<file path="src/rtl/par_rx_pkg.sv">
// rtl/par_rx_pkg.sv - shared types and sizing helpers for the parity serial receiver
package par_rx_pkg;

    typedef enum logic [2:0] {
        IDLE  = 3'd0,
        START = 3'd1,
        DATA  = 3'd2,
        PAR   = 3'd3,
        STOP  = 3'd4,
        BREAK = 3'd5
    } rx_state_t;

    // Width needed to count 0..n-1; never narrower than one bit.
    function automatic int ctr_width(input int n);
        return (n < 2) ? 1 : $clog2(n);
    endfunction

endpackage

</file>
<file path="src/rtl/par_rx_sync.sv">
// rtl/par_rx_sync.sv - two-flop synchronizer for one asynchronous bit
module par_rx_sync #(
    parameter logic RST_VAL = 1'b1
) (
    input  logic ck,
    input  logic rst,
    input  logic d,
    output logic q
);

    logic meta;

    always_ff @(posedge ck) begin
        if (rst) begin
            meta <= RST_VAL;
            q    <= RST_VAL;
        end else begin
            meta <= d;
            q    <= meta;
        end
    end

endmodule

</file>
<file path="src/rtl/par_rx.sv">
// rtl/par_rx.sv - oversampling serial receiver with parity and framing checks
module par_rx
    import par_rx_pkg::*;
#(
    parameter int DW  = 8,
    parameter int OVS = 4,
    parameter int ODD = 0
) (
    input  logic          ck,
    input  logic          rst,
    input  logic          rxd,
    output logic [DW-1:0] q_data,
    output logic          q_valid,
    output logic          q_perr,
    output logic          q_ferr,
    output logic          busy
);

    localparam int CW = ctr_width(OVS);
    localparam int IW = ctr_width(DW);
    localparam logic [CW-1:0] CNT_LAST  = CW'(OVS - 1);
    localparam logic [CW-1:0] HALF_LAST = CW'(OVS / 2 - 1);
    localparam logic [IW-1:0] IDX_LAST  = IW'(DW - 1);

    rx_state_t      state, state_n;
    logic [CW-1:0]  cnt, cnt_n;
    logic [IW-1:0]  idx, idx_n;
    logic [DW-1:0]  sr, sr_n;
    logic           acc, acc_n;
    logic           done;
    logic           rxs;

    par_rx_sync #(.RST_VAL(1'b1)) u_sync (
        .ck  (ck),
        .rst (rst),
        .d   (rxd),
        .q   (rxs)
    );

    always_ff @(posedge ck) begin
        if (rst) begin
            state   <= IDLE;
            cnt     <= '0;
            idx     <= '0;
            sr      <= '0;
            acc     <= 1'b0;
            q_data  <= '0;
            q_valid <= 1'b0;
            q_perr  <= 1'b0;
            q_ferr  <= 1'b0;
        end else begin
            state   <= state_n;
            cnt     <= cnt_n;
            idx     <= idx_n;
            sr      <= sr_n;
            acc     <= acc_n;
            q_valid <= done;
            if (done) begin
                q_data <= sr;
                q_perr <= acc;
                q_ferr <= ~rxs;
            end
        end
    end

    always_comb begin
        state_n = state;
        cnt_n   = cnt;
        idx_n   = idx;
        sr_n    = sr;
        acc_n   = acc;
        done    = 1'b0;
        case (state)
            IDLE: begin
                cnt_n = '0;
                if (!rxs) state_n = START;
            end
            // Half a bit in: a line that is high again was only a glitch.
            START: begin
                if (cnt == HALF_LAST) begin
                    cnt_n = '0;
                    if (rxs) begin
                        state_n = IDLE;
                    end else begin
                        state_n = DATA;
                        idx_n   = '0;
                        acc_n   = 1'(ODD);
                    end
                end else begin
                    cnt_n = cnt + CW'(1);
                end
            end
            DATA: begin
                if (cnt == CNT_LAST) begin
                    cnt_n = '0;
                    sr_n  = {rxs, sr[DW-1:1]};
                    acc_n = acc ^ rxs;
                    if (idx == IDX_LAST) state_n = PAR;
                    else                 idx_n   = idx + IW'(1);
                end else begin
                    cnt_n = cnt + CW'(1);
                end
            end
            PAR: begin
                if (cnt == CNT_LAST) begin
                    cnt_n   = '0;
                    acc_n   = acc ^ rxs;
                    state_n = STOP;
                end else begin
                    cnt_n = cnt + CW'(1);
                end
            end
            STOP: begin
                if (cnt == CNT_LAST) begin
                    cnt_n   = '0;
                    done    = 1'b1;
                    state_n = rxs ? IDLE : BREAK;
                end else begin
                    cnt_n = cnt + CW'(1);
                end
            end
            // A held-low line must go high before another start can be seen.
            BREAK: begin
                cnt_n = '0;
                if (rxs) state_n = IDLE;
            end
            default: begin
                state_n = IDLE;
                cnt_n   = '0;
            end
        endcase
    end

    assign busy = (state != IDLE);

endmodule

</file>
<file path="config.mk">
export PLATFORM = sky130hd
export DESIGN_NAME = par_rx
export DESIGN_NICKNAME = d
export VERILOG_FILES = /design/src/rtl/par_rx_pkg.sv /design/src/rtl/par_rx_sync.sv /design/src/rtl/par_rx.sv
export SDC_FILE = /design/constraint.sdc
export NUM_CORES = 1
export LEC_CHECK = 0
export BUFFER_PORTS_ARGS = -buffer_cell sky130_fd_sc_hd__buf_2
export CELL_PAD_IN_SITES_DETAIL_PLACEMENT = 0
export CELL_PAD_IN_SITES_GLOBAL_PLACEMENT = 2
export CORE_ASPECT_RATIO = 1.5
export CORE_UTILIZATION = 30
export DETAILED_ROUTE_END_ITERATION = 12
export GPL_TIMING_DRIVEN = 0
export HOLD_SLACK_MARGIN = 0.08
export PLACE_DENSITY = 0.76
export SYNTH_ARGS = -nofsm -noshare
export SYNTH_HDL_FRONTEND = slang
export SYNTH_SLANG_ARGS = --single-unit
</file>
<file path="constraint.sdc">
create_clock -name ck -period 1.4 [get_ports ck]
set_input_delay 0.21 -clock ck [delete_from_list [all_inputs] [get_ports ck]]
set_output_delay 0.21 -clock ck [all_outputs]
set_load 0.1 [all_outputs]
</file>
==> flow_summary_export.csv, run 1 <==
group,metric,value,unit
outcome,status,"finished with violations",
outcome,violations,"negative setup slack",
power,pwr_density_cell,939.4,nW/um^2
detailed_routing,num_vias,1112,
timing,finalCriticalPeriod,1406,ps
global_routing,grt_max_degree,11,
placed_design,io_buffer_count,14,
timing,worst_slack,-5.941,ps
floorplanning,io_pins,15,
power,fin_total_pwr,1.640,mW
clock_tree,cts_tree,"built",
power,vdd.ir_drop.worst,0.0004922,V
clock_tree,cts_buffer_depth,2,
setup_path,crit_path_start_kind,"register",
logic_synthesis,synth-main-ff-cell,"dfxtp_1",
run,drv_cap,0,
power,p_sw,370.6,uW
logic_synthesis,synth_top_cell_by_area,"dfxtp_1",
timing,grt_setup_unrepaired,"true",
placed_design,place_ws,-256.9,ps
timing,fin_worst_skew,7.339,ps
setup_path,cp.required,1570,ps
logic_synthesis,synth_edf_count,0,
setup_path,cp.arrival,1580,ps
floorplanning,core,4209,sq um
setup_path,cp_cell_sequence,"ha_4 > ha_4 > nand2b_4 > a21oi_4 > a21oi_2 > mux2_4",
logic_synthesis,synth.avg_cell_area,8.667,sq um
worst_hold_path,hp-class,"in -> reg",
floorplanning,die-width,55.75,um
floorplanning,die_area,4606,sq um
finish,drive_above_1_share,0.3466,
logic_synthesis,netlist_area,1300,sq um
finish,syn_to_final_growth,34.26,%
timing,tightest_slew,486.0,ps
detailed_routing,viasPerCell,5.009,
floorplanning,start_util,0.3089,
timing,drv_slew,0,
setup_path,crit_path_frequent_cell,"ha_4",
detailed_routing,first_iter_violations,52,
clock_tree,clock_latency,280,ps
finish,final_area,1745,sq um
detailed_routing,ant_nets,0,
logic_synthesis,synth_top_area_frac,0.4620,
timing,fin_crit_sh,1.004,
timing,relSlewSlack,0.6782,
timing,fmax,0.7113,GHz
setup_path,crit_path_top_delay_cell,"dfxtp_2",
timing,final.setup.tns,-5.941,ps
setup_path,ff2ff_setup_slack,-6,ps
global_routing,grt_usage,0.1431,
finish,seqCellArea,616.8,sq um
logic_synthesis,async_flop_share,0,
logic_synthesis,netlist_instances,150,
clock_tree,clkSinkCount,30,
global_routing,grt_overflow_total,0,
setup_path,crit_path_max_incr_delay,340,ps
power,power_frac_seq,0.523,
power,p_leak,0.6371,nW
power,p_comb_frac,0.034,
setup_path,crit_path_max_fanout,3,
detailed_routing,wl,3062,um
placed_design,post_dp_cell_area,1439,sq um
placed_design,hpwl,2055,um
power,clock_power_share,0.442,
logic_synthesis,synth.area.top_cells,"dfxtp_1, nand2_1, a21oi_1",
global_routing,grt_pass1_wl,4933,um
detailed_routing,firstDrtPassIters,4,
logic_synthesis,synth_seq_cells,30,
finish,nFillCells,447,
logic_synthesis,yosysUniqueCellTypes,35,
placed_design,routabilityCongestion,0.7321,
global_routing,antenna_found_initial,0,
setup_path,path_class,"reg -> reg",
floorplanning,rows,29,
timing,final-setup-viol-count,1,
global_routing,first_global_vias,1064,
timing,finalHoldViolCount,0,
clock_tree,cts_hold_buf,0,
floorplanning,die_h,82.62,um
clock_tree,cts_root_buffer,"clkbuf_8",
power,sw_frac_of_total,0.2260,
clock_tree,cts_inserted_buffers,5,
clock_tree,htreeDepth,2,
finish,multi_input_area,778.2,sq um
detailed_routing,drc_errors,0,
detailed_routing,wl_per_cell,13.79,um
logic_synthesis,synth_nets,159,
logic_synthesis,yosysSeqAreaShare,0.4620,
power,power.internal,1.269,mW
finish,diodes,0,
clock_tree,clkTransAtPathRegs,70,ps
finish,fin_nets,184,
logic_synthesis,ys.warnings.count,0,
setup_path,setup.worst_path.end_class,"register",
finish,fin_util,0.4147,
## cell usage after synthesis, types with 2 or more instances
master and count:
a21oi_1 22, a22o_1 2, a2bb2oi_1 2, buf_2 3
clkbuf_1 2, dfxtp_1 30, ha_1 6, inv_1 4
nand2_1 38, nand2b_1 2, nand3_1 2, nor2_1 8
nor3_1 2, nor4b_1 3, o21ai_0 2, o22ai_1 2
or2_2 2
## power groups by stage
stage,Combinational (mW),Sequential [mW],Clock [mW]
3_5_place_dp,0.0482,0.882,0
5_1_grt,0.0606,0.858,0.786
6_report,0.0562,0.858,0.725
4_1_cts,0.0542,0.863,0.750
3_3_place_gp,0.0476,0.881,0
2_1_floorplan,0.0344,0.880,0
## state kept, by name, summed over array words and instances, names as in the netlist
register,flops
acc,1
cnt,2
idx,3
q_data,8
q_ferr,1
q_perr,1
q_valid,1
sr,8
state,3
u_sync.meta,1
u_sync.q,1
## timing repair
| action | in CTS | in global routing |
|---|---|---|
| pin swaps | 3 | 7 |
| setup endpoints to repair | 23 | 25 |
| resized for setup | 25 | 18 |
| cloned | 0 | 0 |
| setup buffers | 2 | 2 |
## cell families after synthesis
group,share of synthesized area
AO/OA/AOI/OAI,0.1463
flip-flops,0.4620
buffers and inverters,0.04619
multiplexers,0.02791
adder cells (fa/ha/maj),0.05775
AND/OR/NAND/NOR,0.2599
## layout make-up
cell class,count,share of cell area
Clock buffer,7,0.04946
Buffer,7,0.02867
Sequential cell,30,0.3534
Multi-Input combinational cell,108,0.4459
Tap cell,46,0.03297
Clock inverter,1,0.002867
Inverter,5,0.01362
Timing Repair Buffer,18,0.07312
## worst paths after layout
kind,from,cells after the start,end
setup / recovery,idx[0],6,idx[0]
hold / removal,rxd,2,u_sync.meta
hold reg to reg,u_sync.meta,1,u_sync.q
setup reg to reg,idx[0],6,idx[0]
## metal layers
layer  track usage  wire length, um  vias up
met2        0.2807             1659       21
met3       0.03427              110        8
met5             0                0        -
met1        0.1336             1193      522
li1              -                -      561
met4       0.08750               98        0
## cell usage in the layout, fill, tap and decap left out, types with 4 or more instances in the layout
master     n
dfxtp_2    4
buf_2     14
nand2_1   37
clkbuf_8   6
a21oi_1   20
dfxtp_1   23
ha_4       5
nor2_1     6
## critical path, delay by kind of cell (launching register included)
| kind | cells | cell delay [ps] |
|---|---|---|
| flip-flops | 1 | 340 |
| adder cells (fa/ha/maj) | 2 | 310 |
| multiplexers | 1 | 260 |
| AO/OA/AOI/OAI | 2 | 230 |
| AND/OR/NAND/NOR | 1 | 160 |
## through the flow
stage	hold slack, ps	std cells
6_report	110.4	222
2_1_floorplan	313.8	150
5_1_grt	120.7	222
4_1_cts	103.3	220
3_5_place_dp	396.9	210
3_3_place_gp	395.3	210
Note: power is estimated with default switching activity, not from simulation.
==> inputs of run 2 (changes only) <==
--- a/config.mk
+++ b/config.mk
@@ -13,6 +13,7 @@
 export DETAILED_ROUTE_END_ITERATION = 12
 export GPL_TIMING_DRIVEN = 0
 export HOLD_SLACK_MARGIN = 0.08
+export MAX_ROUTING_LAYER = met4
 export PLACE_DENSITY = 0.76
 export SYNTH_ARGS = -nofsm -noshare
 export SYNTH_HDL_FRONTEND = slang
==> flow_summary_export.csv, run 2 (synthesis gave the netlist of run 1 again) <==
group,metric,value,unit
finish,final_cells,222,
outcome,violations,"negative setup slack",
finish,final_area,1745,sq um
setup_path,crit_buf_inv,0,
power,clock_power_share,0.443,
placed_design,routabilityCongestion,0.7411,
floorplanning,die-width,55.75,um
detailed_routing,num_vias,1116,
finish,layout_common_cells,"nand2_1, dfxtp_1, a21oi_1",
clock_tree,clkTransAtPathRegs,70,ps
floorplanning,die_area,4606,sq um
timing,fin_worst_skew,8.794,ps
setup_path,crit_path_max_fanout,3,
setup_path,setup.worst_path.end_class,"register",
detailed_routing,wl_per_cell,13.86,um
power,sw_frac_of_total,0.2268,
floorplanning,core,4209,sq um
placed_design,dp.cells,210,
clock_tree,cts_hold_buf,0,
setup_path,crit_family,"flip-flops",
outcome,status,"finished with violations",
detailed_routing,firstDrtPassIters,4,
timing,tightest_slew,505.5,ps
setup_path,cp.required,1570,ps
power,p_leak,0.6371,nW
timing,grt_setup_unrepaired,"true",
timing,fmax,0.7106,GHz
power,power.internal,1.269,mW
global_routing,grt_pass1_wl,4940,um
finish,fin_util,0.4147,
finish,fin_nets,184,
placed_design,io_buffer_count,14,
finish,syn_to_final_growth,34.26,%
floorplanning,rows,29,
timing,worst_slack,-7.180,ps
power,vdd.ir_drop.worst,0.0004937,V
clock_tree,htreeDepth,2,
clock_tree,cts_buffer_depth,2,
detailed_routing,wl,3078,um
worst_hold_path,min_delay_path_depth,2,
setup_path,ff2ff_setup_slack,-7,ps
power,power_frac_seq,0.523,
setup_path,crit_path_max_incr_delay,340,ps
setup_path,r2r-end,"idx[0]",
detailed_routing,viasPerCell,5.027,
timing,final.setup.tns,-7.180,ps
worst_hold_path,hold_path_end,"u_sync.meta",
setup_path,crit_path_frequent_cell,"ha_4",
global_routing,antenna_found_initial,0,
run,drv_cap,0,
setup_path,cp_cell_sequence,"ha_4 > ha_4 > nand2b_4 > a21oi_4 > a21oi_2 > mux2_4",
finish,drive_above_1_share,0.3466,
setup_path,path_class,"reg -> reg",
placed_design,post_dp_cell_area,1439,sq um
detailed_routing,drc_errors,0,
timing,relSlewSlack,0.6630,
clock_tree,clock_latency,280,ps
detailed_routing,ant_nets,0,
finish,final_common_cell,"nand2_1",
power,p_sw,372.2,uW
timing,fin_crit_sh,1.005,
power,p_comb_frac,0.034,
timing,final-setup-viol-count,1,
global_routing,first_global_vias,1061,
global_routing,grt_usage,0.1472,
clock_tree,cts_tree,"built",
setup_path,crit_path_start_kind,"register",
power,pwr_density_cell,940.3,nW/um^2
timing,drv_slew,0,
floorplanning,die_h,82.62,um
finish,diodes,0,
setup_path,reg2reg_depth,6,
worst_hold_path,hp-start,"rxd",
clock_tree,cts_root_buffer,"clkbuf_8",
placed_design,hpwl,2055,um
clock_tree,clkSinkCount,30,
global_routing,grt_max_degree,11,
finish,reg_top3,"q_data: 8 flops, sr: 8 flops",
setup_path,cp.arrival,1580,ps
timing,finalCriticalPeriod,1407,ps
setup_path,r2r-start,"idx[0]",
clock_tree,cts_inserted_buffers,5,
floorplanning,start_util,0.3089,
power,fin_total_pwr,1.641,mW
worst_hold_path,hp-class,"in -> reg",
detailed_routing,first_iter_violations,48,
floorplanning,io_pins,15,
setup_path,crit_path_top_delay_cell,"dfxtp_2",
global_routing,grt_overflow_total,0,
timing,finalHoldViolCount,0,
==> run 2: cell counts in the layout (fill, tap and decap cells not counted) <==
No cell type changed its count.
==> run 2: final cells by class <==
type	count	area (sq um)
clock inverter	1	5.005
inverter	5	23.77
timing repair buffer	18	127.6
fill	447	2464
buffer	7	50.05
sequential	30	616.8
tap	46	57.56
clock buffer	7	86.33
multi-input combinational	108	778.2
==> run 2: worst max path at each step <==
stage / start / end / slack, ps / depth (start not counted)
after floorplan: cnt[0] / idx[0] / -50 / 5
after global placement: cnt[0] / idx[0] / -210 / 5
after detailed placement: cnt[0] / idx[0] / -260 / 5
after CTS: cnt[0] / state[0] / -30 / 5
after global routing: idx[1] / idx[0] / -60 / 6
final: idx[0] / idx[0] / -7 / 6
==> run 2: repair_timing <==
| action | CTS | global route |
|---|---|---|
| setup buffers | 2 | 2 |
| endpoints found under the setup margin | 23 | 25 |
| gates cloned | 0 | 0 |
| gates resized for setup | 25 | 18 |
| pin swaps | 3 | 7 |
==> run 2: power groups by stage <==
stage	clock network, mW	registers [mW]	logic [mW]
2_1_floorplan	0	0.880	0.0344
6_report	0.727	0.858	0.0566
3_3_place_gp	0	0.881	0.0476
4_1_cts	0.750	0.863	0.0542
5_1_grt	0.786	0.858	0.0607
3_5_place_dp	0	0.882	0.0482
==> run 2: layer usage <==
layer / GRT usage / part of all wire / vias to the layer above
met4: 0.08750 / 0.033 / 0
met1: 0.1336 / 0.40 / 526
li1: - / - / 561
met2: 0.2807 / 0.53 / 21
met3: 0.03427 / 0.033 / 8
met5: - / 0 / -
==> run 2: worst reg2reg max path: cells and delay by family (launching register included) <==
| family | cells | cell delay [ps] |
|---|---|---|
| DFF | 1 | 340 |
| adders and majority gates | 2 | 310 |
| muxes | 1 | 260 |
| AOI/OAI and AO/OA | 2 | 230 |
| and+or+nand+nor | 1 | 160 |
==> run 2: through the flow <==
step	hold slack [ps]	setup WS (ps)
floorplan	313.8	-50.12
global route	120.7	-61.28
CTS	103.3	-25.12
global placement	395.3	-210.1
detailed placement	396.9	-256.9
finish	110.6	-7.180
==> inputs of run 3 (changes only) <==
--- a/config.mk
+++ b/config.mk
@@ -5,6 +5,7 @@
 export SDC_FILE = /design/constraint.sdc
 export NUM_CORES = 1
 export LEC_CHECK = 0
+export ABC_AREA = 1
 export BUFFER_PORTS_ARGS = -buffer_cell sky130_fd_sc_hd__buf_2
 export CELL_PAD_IN_SITES_DETAIL_PLACEMENT = 0
 export CELL_PAD_IN_SITES_GLOBAL_PLACEMENT = 2
==> constraint.sdc (replaced) <==
create_clock -name ck -period 1.3 [get_ports ck]
set_input_delay 0.195 -clock ck [delete_from_list [all_inputs] [get_ports ck]]
set_output_delay 0.195 -clock ck [all_outputs]
set_load 0.1 [all_outputs]
==> flow_summary_export.csv, run 3 <==
group,metric,value,unit
timing,finalHoldViolCount,0,
finish,reg_top3,"q_data: 8 flops, sr: 8 flops",
setup_path,crit_path_max_incr_delay,320,ps
detailed_routing,drc_errors,0,
logic_synthesis,yosysUniqueCellTypes,23,
outcome,violations,"negative setup slack",
timing,fin_crit_sh,1.005,
timing,holdWs,94.57,ps
logic_synthesis,ys.warnings.count,0,
placed_design,hpwl,2595,um
finish,layout_common_cells,"nand2_1, nor2_1, dfxtp_1",
power,vdd.ir_drop.worst,0.001290,V
floorplanning,die_h,86.38,um
outcome,status,"finished with violations",
power,p_leak,0.8184,nW
clock_tree,clkTransAtPathRegs,60,ps
setup_path,cp.arrival,1110,ps
clock_tree,cts_root_buffer,"clkbuf_8",
setup_path,crit_path_start_kind,"register",
detailed_routing,wl_per_cell,12.05,um
logic_synthesis,synth_top_area_frac,0.4218,
logic_synthesis,synth_edf_count,0,
logic_synthesis,synth.most_common_cell,"nand2_1",
placed_design,io_buffer_count,14,
worst_hold_path,hp-class,"in -> reg",
global_routing,grt_overflow_total,0,
detailed_routing,ant_nets,0,
timing,fmax,0.7652,GHz
logic_synthesis,synth_nets,203,
clock_tree,htreeDepth,2,
detailed_routing,viasPerCell,4.528,
logic_synthesis,ys_top_cells_by_count,"nand2_1, dfxtp_1, nor2_1",
timing,final-setup-viol-count,1,
clock_tree,cts_buffer_depth,2,
logic_synthesis,synth.area.top_cells,"dfxtp_1, nand2_1, nor2_1",
setup_path,cp_cell_sequence,"buf_6 > inv_1 > nand2_2 > buf_8",
floorplanning,rows,30,
global_routing,grt_max_degree,11,
setup_path,crit_path_top_delay_cell,"dfxtp_1",
detailed_routing,wl,3399,um
setup_path,startpoint,"state[1]",
floorplanning,start_util,0.3135,
timing,final.setup.tns,-6.824,ps
clock_tree,clock_latency,280,ps
timing,tightest_slew,487.9,ps
clock_tree,cts_tree,"built",
floorplanning,core,4542,sq um
finish,syn_to_final_growth,27.86,%
run,drv_cap,0,
logic_synthesis,netlist_instances,194,
global_routing,antenna_found_initial,0,
finish,final_common_cell,"nand2_1",
clock_tree,clkSinkCount,30,
setup_path,crit_family,"buffers and inverters",
setup_path,path_class,"reg -> out",
clock_tree,cts_inserted_buffers,5,
global_routing,first_global_vias,1314,
clock_tree,cts_hold_buf,0,
placed_design,routabilityCongestion,0.7877,
detailed_routing,firstDrtPassIters,4,
logic_synthesis,yosysSeqAreaShare,0.4218,
timing,fin_worst_skew,2.251,ps
logic_synthesis,synth-main-ff-cell,"dfxtp_1",
floorplanning,die-width,58.25,um
logic_synthesis,synth_seq_cells,30,
timing,finalCriticalPeriod,1307,ps
logic_synthesis,async_flop_share,0,
timing,worst_slack,-6.824,ps
logic_synthesis,synth.avg_cell_area,7.340,sq um
finish,diodes,0,
logic_synthesis,synth_top_cell_by_area,"dfxtp_1",
timing,drv_slew,0,
timing,grt_setup_unrepaired,"true",
setup_path,r2r-start,"state[2]",
floorplanning,die_area,5031,sq um
timing,relSlewSlack,0.6770,
global_routing,grt_pass1_wl,5892,um
setup_path,crit_buf_inv,3,
setup_path,cp.required,1110,ps
setup_path,setup.worst_path.end_class,"output port",
placed_design,place_ws,-297.5,ps
setup_path,crit_path_max_fanout,9,
power,pwr_density_cell,1542,nW/um^2
worst_hold_path,hp-start,"rxd",
finish,fin_nets,226,
logic_synthesis,netlist_area,1424,sq um
detailed_routing,num_vias,1277,
finish,drive_above_1_share,0.3119,
floorplanning,io_pins,15,
global_routing,grt_usage,0.1607,
detailed_routing,first_iter_violations,35,
==> run 3: cell types whose count changed after synthesis, sizes merged, moves of 4 or more <==
cell,delta
a21oi,-7
inv,+13
nand2,+8
nand3,+17
nor2,+26
nor4b,-4
o21ai,+12
==> run 3: stage by stage <==
stage	power, mW	area (sq um)	instances	util
after detailed placement	1.742	1577	272	0.3471
final	2.807	1821	282	0.4008
after CTS	2.757	1750	281	0.3854
after global placement	1.717	1577	272	0.3471
after floorplan	1.602	1426	194	-
after global routing	2.964	1821	282	0.4008
==> run 3: final cells by class <==
class | instances | area [sq um]
Clock inverter | 3 | 40.04
Fill cell | 504 | 2721
Multi-Input combinational cell | 139 | 789.5
Sequential cell | 30 | 615.6
Tap cell | 64 | 80.08
Clock buffer | 5 | 68.82
Inverter | 18 | 70.07
Timing Repair Buffer | 16 | 95.09
Buffer | 7 | 61.31
==> run 3: worst paths after layout <==
check	to	slack, ps	cells after the start
setup / recovery	busy	-7	4
hold / removal	u_sync.meta	90	2
setup reg to reg	cnt[0]	30	8
hold reg to reg	u_sync.q	430	1
==> run 3: layer usage <==
layer,global-route usage,vias up,wire length (um)
li1,-,663,-
met1,0.1547,593,1275
met2,0.2936,15,1970
met3,0.03731,6,88
met4,0.07792,0,64
met5,-,-,0
==> run 3: logic make-up (layout without fill, tap and decap cells) <==
kind of cell,Yosys count,count (layout),share of synthesized area
AO/OA/AOI/OAI,29,29,0.1072
adder cells (fa/ha/maj),6,6,0.05272
buffers and inverters,25,49,0.08523
flip-flops,30,30,0.4218
AND/OR/NAND/NOR,104,104,0.3330
==> run 3: where the power goes <==
group          internal, mW  switching [mW]
Clock                 0.563           0.361
Combinational         0.280           0.547
Sequential            0.985          0.0705
==> run 3: what timing repair did <==
item,in CTS,in global routing
setup endpoints to repair,24,27
buffers inserted,1,1
resized for setup,19,18
pin swaps,2,8
==> run 3: worst reg2reg max path, stage by stage (launching register included) <==
cell	delay, ps
dfxtp_1	310
buf_6	140
nor2_4	130
nand2_2	110
nand2_1	90
inv_1	50
nand2_1	90
nand3_1	90
a21oi_1	170
